**src/rtl/instr_encoder_pkg.sv**
```systemverilog
`default_nettype none
// ============================================================================
// Module   : instr_encoder_pkg
// Purpose  : Shared instruction-class constants, FSM encoding and request
//            record used by the instruction encoder and its packer.
// Revision : 1.0 - initial release
// ============================================================================
package instr_encoder_pkg;

    // Instruction classes as carried in req_kind and in word bits [27:26]
    localparam logic [1:0] KIND_DP  = 2'b00;
    localparam logic [1:0] KIND_MEM = 2'b01;
    localparam logic [1:0] KIND_BR  = 2'b10;
    localparam logic [1:0] KIND_ILL = 2'b11;

    // Session FSM encoding
    localparam logic [1:0] c_st_idle  = 2'd0;
    localparam logic [1:0] c_st_armed = 2'd1;
    localparam logic [1:0] c_st_write = 2'd2;
    localparam logic [1:0] c_st_done  = 2'd3;

    // One request's worth of instruction fields
    typedef struct packed {
        logic [1:0]  kind;
        logic [3:0]  cond;
        logic [5:0]  funct;
        logic [3:0]  rn;
        logic [3:0]  rd;
        logic [3:0]  rm;
        logic [23:0] imm;
    } req_t;

endpackage
`default_nettype wire

```
**src/rtl/instr_encoder_pack.sv**
```systemverilog
`default_nettype none
// ============================================================================
// Module   : instr_pack
// Purpose  : Combinational packer turning request fields into a 32-bit
//            instruction word (DP, memory and branch layouts).
// Revision : 1.0 - initial release
// ============================================================================
module instr_pack
    import instr_encoder_pkg::*;
(
    input  logic        [0:0]  i_unused_tie,
    input  req_t               i_req,
    output logic        [31:0] o_word
);

    logic [31:0] w_word;
    logic        w_use_imm;

    // DP takes the immediate when funct[5] (I) is set; memory takes it when
    // funct[5] is clear, since there the bit selects a register offset.
    always_comb begin
        w_word    = '0;
        w_use_imm = 1'b0;
        w_word[31:28] = i_req.cond;
        w_word[27:26] = i_req.kind;
        if (i_req.kind == KIND_BR) begin
            w_word[25]   = 1'b1;
            w_word[24]   = i_req.funct[4];
            w_word[23:0] = i_req.imm;
        end else begin
            w_word[25:20] = i_req.funct;
            w_word[19:16] = i_req.rn;
            w_word[15:12] = i_req.rd;
            w_use_imm = (i_req.kind == KIND_DP) ? i_req.funct[5] : ~i_req.funct[5];
            if (w_use_imm) begin
                w_word[11:0] = i_req.imm[11:0];
            end else begin
                w_word[3:0] = i_req.rm;
            end
        end
    end

    assign o_word = w_word ^ {31'b0, i_unused_tie & 1'b0};

endmodule
`default_nettype wire

```
**src/rtl/instr_encoder.sv**
```systemverilog
`default_nettype none
// ============================================================================
// Module   : instr_encoder
// Purpose  : Session-based instruction encoder. Accepts request fields,
//            packs them into instruction words and writes them to
//            consecutive word addresses of an instruction memory.
// Revision : 1.0 - initial release
// ============================================================================
module instr_encoder
    import instr_encoder_pkg::*;
#(
    parameter int DEPTH = 64
) (
    input  logic        clk,
    input  logic        reset,
    input  logic        start,
    input  logic [31:0] base_addr,
    input  logic        req_valid,
    output logic        req_ready,
    input  logic [1:0]  req_kind,
    input  logic [3:0]  req_cond,
    input  logic [5:0]  req_funct,
    input  logic [3:0]  req_rn,
    input  logic [3:0]  req_rd,
    input  logic [3:0]  req_rm,
    input  logic [23:0] req_imm,
    input  logic        req_last,
    output logic        mem_we,
    output logic [31:0] mem_addr,
    output logic [31:0] mem_wdata,
    output logic [15:0] count,
    output logic        done,
    output logic        err
);

    logic [1:0]  r_state;
    logic [31:0] r_addr;
    logic [31:0] r_wdata;
    logic        r_last;
    logic [15:0] r_count;
    logic        r_err;

    req_t        w_req;
    logic [31:0] w_word;
    logic        w_hs;
    logic        w_full;

    assign w_req.kind  = req_kind;
    assign w_req.cond  = req_cond;
    assign w_req.funct = req_funct;
    assign w_req.rn    = req_rn;
    assign w_req.rd    = req_rd;
    assign w_req.rm    = req_rm;
    assign w_req.imm   = req_imm;

    instr_pack u_pack (
        .i_unused_tie (1'b0),
        .i_req        (w_req),
        .o_word       (w_word)
    );

    assign w_hs = req_valid && (r_state == c_st_armed);
    // Compared one bit wider so DEPTH = 65536 is reachable
    assign w_full = (({1'b0, r_count} + 17'd1) == 17'(DEPTH));

    // Session FSM with address, word, counter and sticky error registers
    always_ff @(posedge clk) begin
        if (reset) begin
            r_state <= c_st_idle;
            r_addr  <= '0;
            r_wdata <= '0;
            r_last  <= 1'b0;
            r_count <= '0;
            r_err   <= 1'b0;
        end else begin
            case (r_state)
                c_st_idle, c_st_done: begin
                    if (start) begin
                        r_state <= c_st_armed;
                        r_addr  <= {base_addr[31:2], 2'b00};
                        r_count <= '0;
                        r_err   <= 1'b0;
                    end
                end
                c_st_armed: begin
                    if (w_hs) begin
                        if (req_kind == KIND_ILL) begin
                            r_err <= 1'b1;
                            if (req_last) begin
                                r_state <= c_st_done;
                            end
                        end else begin
                            r_wdata <= w_word;
                            r_last  <= req_last;
                            r_state <= c_st_write;
                        end
                    end
                end
                c_st_write: begin
                    r_addr  <= r_addr + 32'd4;
                    r_count <= r_count + 16'd1;
                    if (r_last) begin
                        r_state <= c_st_done;
                    end else if (w_full) begin
                        r_err   <= 1'b1;
                        r_state <= c_st_done;
                    end else begin
                        r_state <= c_st_armed;
                    end
                end
                default: r_state <= c_st_idle;
            endcase
        end
    end

    // A reset arriving during WRITE suppresses that cycle's strobe too
    assign mem_we    = (r_state == c_st_write) && !reset;
    assign req_ready = (r_state == c_st_armed);
    assign done      = (r_state == c_st_done);
    assign mem_addr  = r_addr;
    assign mem_wdata = r_wdata;
    assign count     = r_count;
    assign err       = r_err;

endmodule
`default_nettype wire

```
**config.mk**
```make
export PLATFORM = sky130hd
export DESIGN_NAME = instr_encoder
export DESIGN_NICKNAME = d
export VERILOG_FILES = /design/src/rtl/instr_encoder_pkg.sv /design/src/rtl/instr_encoder_pack.sv /design/src/rtl/instr_encoder.sv
export SDC_FILE = /design/constraint.sdc
export NUM_CORES = 1
export LEC_CHECK = 0
export BUFFER_PORTS_ARGS = -buffer_cell sky130_fd_sc_hd__buf_4
export CAP_MARGIN = 20
export CORE_ASPECT_RATIO = 0.6
export CORE_MARGIN = 2
export CORE_UTILIZATION = 53
export DETAILED_ROUTE_END_ITERATION = 6
export PLACE_DENSITY = 0.86
export SYNTH_ARGS = -nofsm -noshare
export SYNTH_HDL_FRONTEND = slang
export SYNTH_SLANG_ARGS = --single-unit
```
**constraint.sdc**
```tcl
create_clock -name clk -period 3.9 [get_ports clk]
set_clock_uncertainty 0.05 [all_clocks]
set_input_delay 0.585 -clock clk [delete_from_list [all_inputs] [get_ports clk]]
set_output_delay 0.585 -clock clk [all_outputs]
set_load 0.1 [all_outputs]
```
==> impl_metrics.py <==
metrics = {
    "die": {
        "io_pins": 169,
        "die_w_um": 122.0,
        "die_y_um": 74.81,
        "dieArea_sq_um": 9128,
        "rows": 25,
        "coreArea_sq_um": 7976,
        "initial_core_util_pct": 55.53,
    },
    "sta": {
        "max_slew_margin_pct": 39.64,
        "tns_ps": 0,
        "drv_slew": 0,
        "rsz0062_at_grt": "no",
        "fin_crit_sh_pct": 72.06,
        "hold_violations": 0,
        "setup_viol": 0,
        "worstMarginPinSlew_ps": 905.4,
        "worst_slack_ps": 1090,
        "fmax_mhz": 355.8,
        "fin_crit_ps": 2810,
    },
    "logic_synthesis": {
        "ys_seq_area_share_pct": 37.06,
        "synth_cell_type_count": 56,
        "synthXorXnorAreaFrac_pct": 0.7910,
        "ys_top_cells_by_count": "82 x dfxtp_1, 70 x nor2_1, 69 x nand2_1",
        "synth_edf_count": 0,
        "yosysTopAreaCell": "dfxtp_1",
        "synth_most_common_cell": "dfxtp_1",
        "synthTopCellsByArea": "dfxtp_1 37%, a21oi_1 6.2%, nor2_1 5.9%, nand2_1 5.8%, a211oi_1 5.8%",
        "yosys.area_share.simple_pct": 26.95,
        "async_flop_share_pct": 0,
        "synth_top_family_by_area": "simple AND/OR/NAND/NOR gates",
        "synth_top_area_share_pct": 37.06,
        "synth_cells": 579,
        "ys_ff_latch": 82,
        "yosys_warnings": 0,
        "muxShareOfSynthArea_pct": 4.548,
        "synth_area_sq_um": 4429,
        "synthFlopType": "dfxtp_1",
        "synth.avg_cell_area_sq_um": 7.650,
        "synth_compound_area_share_pct": 24.10,
        "synthAdderAreaFrac_pct": 1.695,
    },
    "global_route": {
        "track_usage_pct": 30.14,
        "antenna_found_initial": 0,
        "grt_start_max_net_pins": 86,
        "grt_pass1_wl_mm": 21.49,
        "grt_pass1_vias": 4408,
        "gr-total-overflow": 0,
    },
    "worst_setup_path": {
        "crit_family": "simple AND/OR/NAND/NOR gates",
        "crit_arrival_ps": 2990,
        "cp_slowest_cell": "dfxtp_1",
        "cp-start-kind": "flop",
        "crit_buf_inv": 0,
        "cp.depth": 7,
        "r2r_cells": 7,
        "worstPathMaxFanout": 9,
        "path_cells": "ha_1 -> and4_1 -> and2_1 -> nand2_1 -> o31ai_1 -> nor4bb_4 -> mux2_1",
        "required_ps": 4080,
        "cpPeakStageDelay_ps": 530,
        "crit_type": "flop to flop",
        "r2r_setup_slack_ps": 1090,
        "endpoint_kind": "flop",
    },
    "routing": {
        "drt-total-wl_mm": 13.91,
        "drtPass1Iterations": 5,
        "num_vias": 4986,
        "drtIter0Drc": 549,
        "wl_per_cell_um": 16.81,
        "drt-vias-per-instance": 6.029,
        "route.antenna.remaining_nets": 0,
        "drc_errors": 0,
    },
    "clocking": {
        "cts_buffers": 9,
        "root_buffer": "clkbuf_16",
        "cts.reportedPaths.clkPinSlew_ps": 60,
        "clock-sinks": 82,
        "clk-insertion-delay-late_ps": 340,
        "cts_buffer_depth": 2,
        "postCtsSetupRepairBufs": 0,
        "cts-htree-levels": 3,
        "cts_hold_buffers": 0,
        "cts_tree": "built",
        "cts_resized": 0,
    },
    "power_and_ir_drop": {
        "irDropWorstVdd_uv": 320.3,
        "leakage_uw": 0.002482,
        "powerDensity_nw_per_um2": 494.7,
    },
    "place": {
        "port_buffers": 164,
        "dp_slack_ps": 1178,
        "gp_congestion": 0.8454,
        "dp_hpwl_mm": 9.744,
    },
    "cells_and_area": {
        "nets": 805,
        "antennaDiodeCount": 0,
        "drive_above_1_share_pct": 27.82,
        "area_delta_synth_final_pct": 35.28,
        "fillers": 624,
        "register_area_sq_um": 1642,
        "multi_input_area_sq_um": 2597,
    },
    "run": {
        "maxCapViolations": 0,
    },
    "min_path": {
        "hold_depth": 2,
        "hp-class": "flop to flop",
    },
    "outcome": {
        "status": "completed",
    },
}
==> area by class of cell <==
class / count / share of cell area (%)
inverters: 6 / 0.3759
repair buffers: 170 / 21.30
multi-input cells: 445 / 43.35
clock inverters: 7 / 1.566
well taps: 108 / 2.255
clock buffers: 9 / 3.759
flip-flops and latches: 82 / 27.40
==> state kept, by name (all words and copies together), names as in the netlist <==
signal     count
count         16
err            1
mem_addr      30
mem_wdata     32
r_last         1
r_state        2
==> stage by stage <==
stage	hold WS [ps]	power (uW)	util, %	cells	instance area (sq um)
2_1_floorplan	395.1	1797	-	580	4433
3_3_place_gp	392.4	2035	71.12	811	5673
3_5_place_dp	399.7	2061	71.12	811	5673
4_1_cts	406.1	2964	75.12	827	5992
5_1_grt	425.9	3055	75.12	827	5992
6_report	405.8	2964	75.12	827	5992
==> tightest hold or removal path, cell delays in order, from the launching register on <==
cell,delay [ps]
dfxtp_1,310
nand2_1,50
a21oi_1,50
==> layer usage <==
layer / vias to the layer above / track usage [%] / wire, um
li1: 2370 / - / -
met1: 2341 / 40.33 / 6103
met2: 251 / 48.67 / 6368
met3: 24 / 7.348 / 1196
met5: - / 0 / 0
met4: 0 / 9.962 / 238
==> report_power, final <==
| group | internal (uW) | leakage, uW | switching (uW) | total [uW] |
|---|---|---|---|---|
| combinational | 263 | 0.00166 | 800 | 1060 |
| sequential | 914 | 0.000670 | 74.8 | 988 |
| clock | 559 | 0.000151 | 354 | 913 |
==> kinds of logic after synthesis <==
| kind of cell | count (synthesis) |
|---|---|
| simple gates | 243 |
| compound gates | 170 |
| flops | 82 |
| buf+inv | 53 |
| mux | 20 |
| fa+ha+maj | 6 |
| xor+xnor | 4 |
| other cells | 1 |
==> layout by cell type (no fill, tap or decap), types with 9 or more instances in the layout <==
| cell | count |
|---|---|
| a211oi_1 | 34 |
| dfxtp_1 | 82 |
| mux2i_1 | 19 |
| clkbuf_16 | 9 |
| buf_4 | 170 |
| nand4_1 | 9 |
| nand3_1 | 25 |
| a22oi_1 | 12 |
| and3_1 | 9 |
| nor2_1 | 70 |
| o21ai_0 | 32 |
| o22ai_1 | 10 |
| nand2_1 | 69 |
| nor3_1 | 19 |
| a21oi_1 | 55 |
==> path summary, 6_finish.rpt <==
check / from / end
max reg2reg: count[1] / err
max: count[1] / err
min: mem_wdata[25] / mem_wdata[25]
min reg2reg: mem_wdata[25] / mem_wdata[25]
Power figures use the tool's default switching activity.
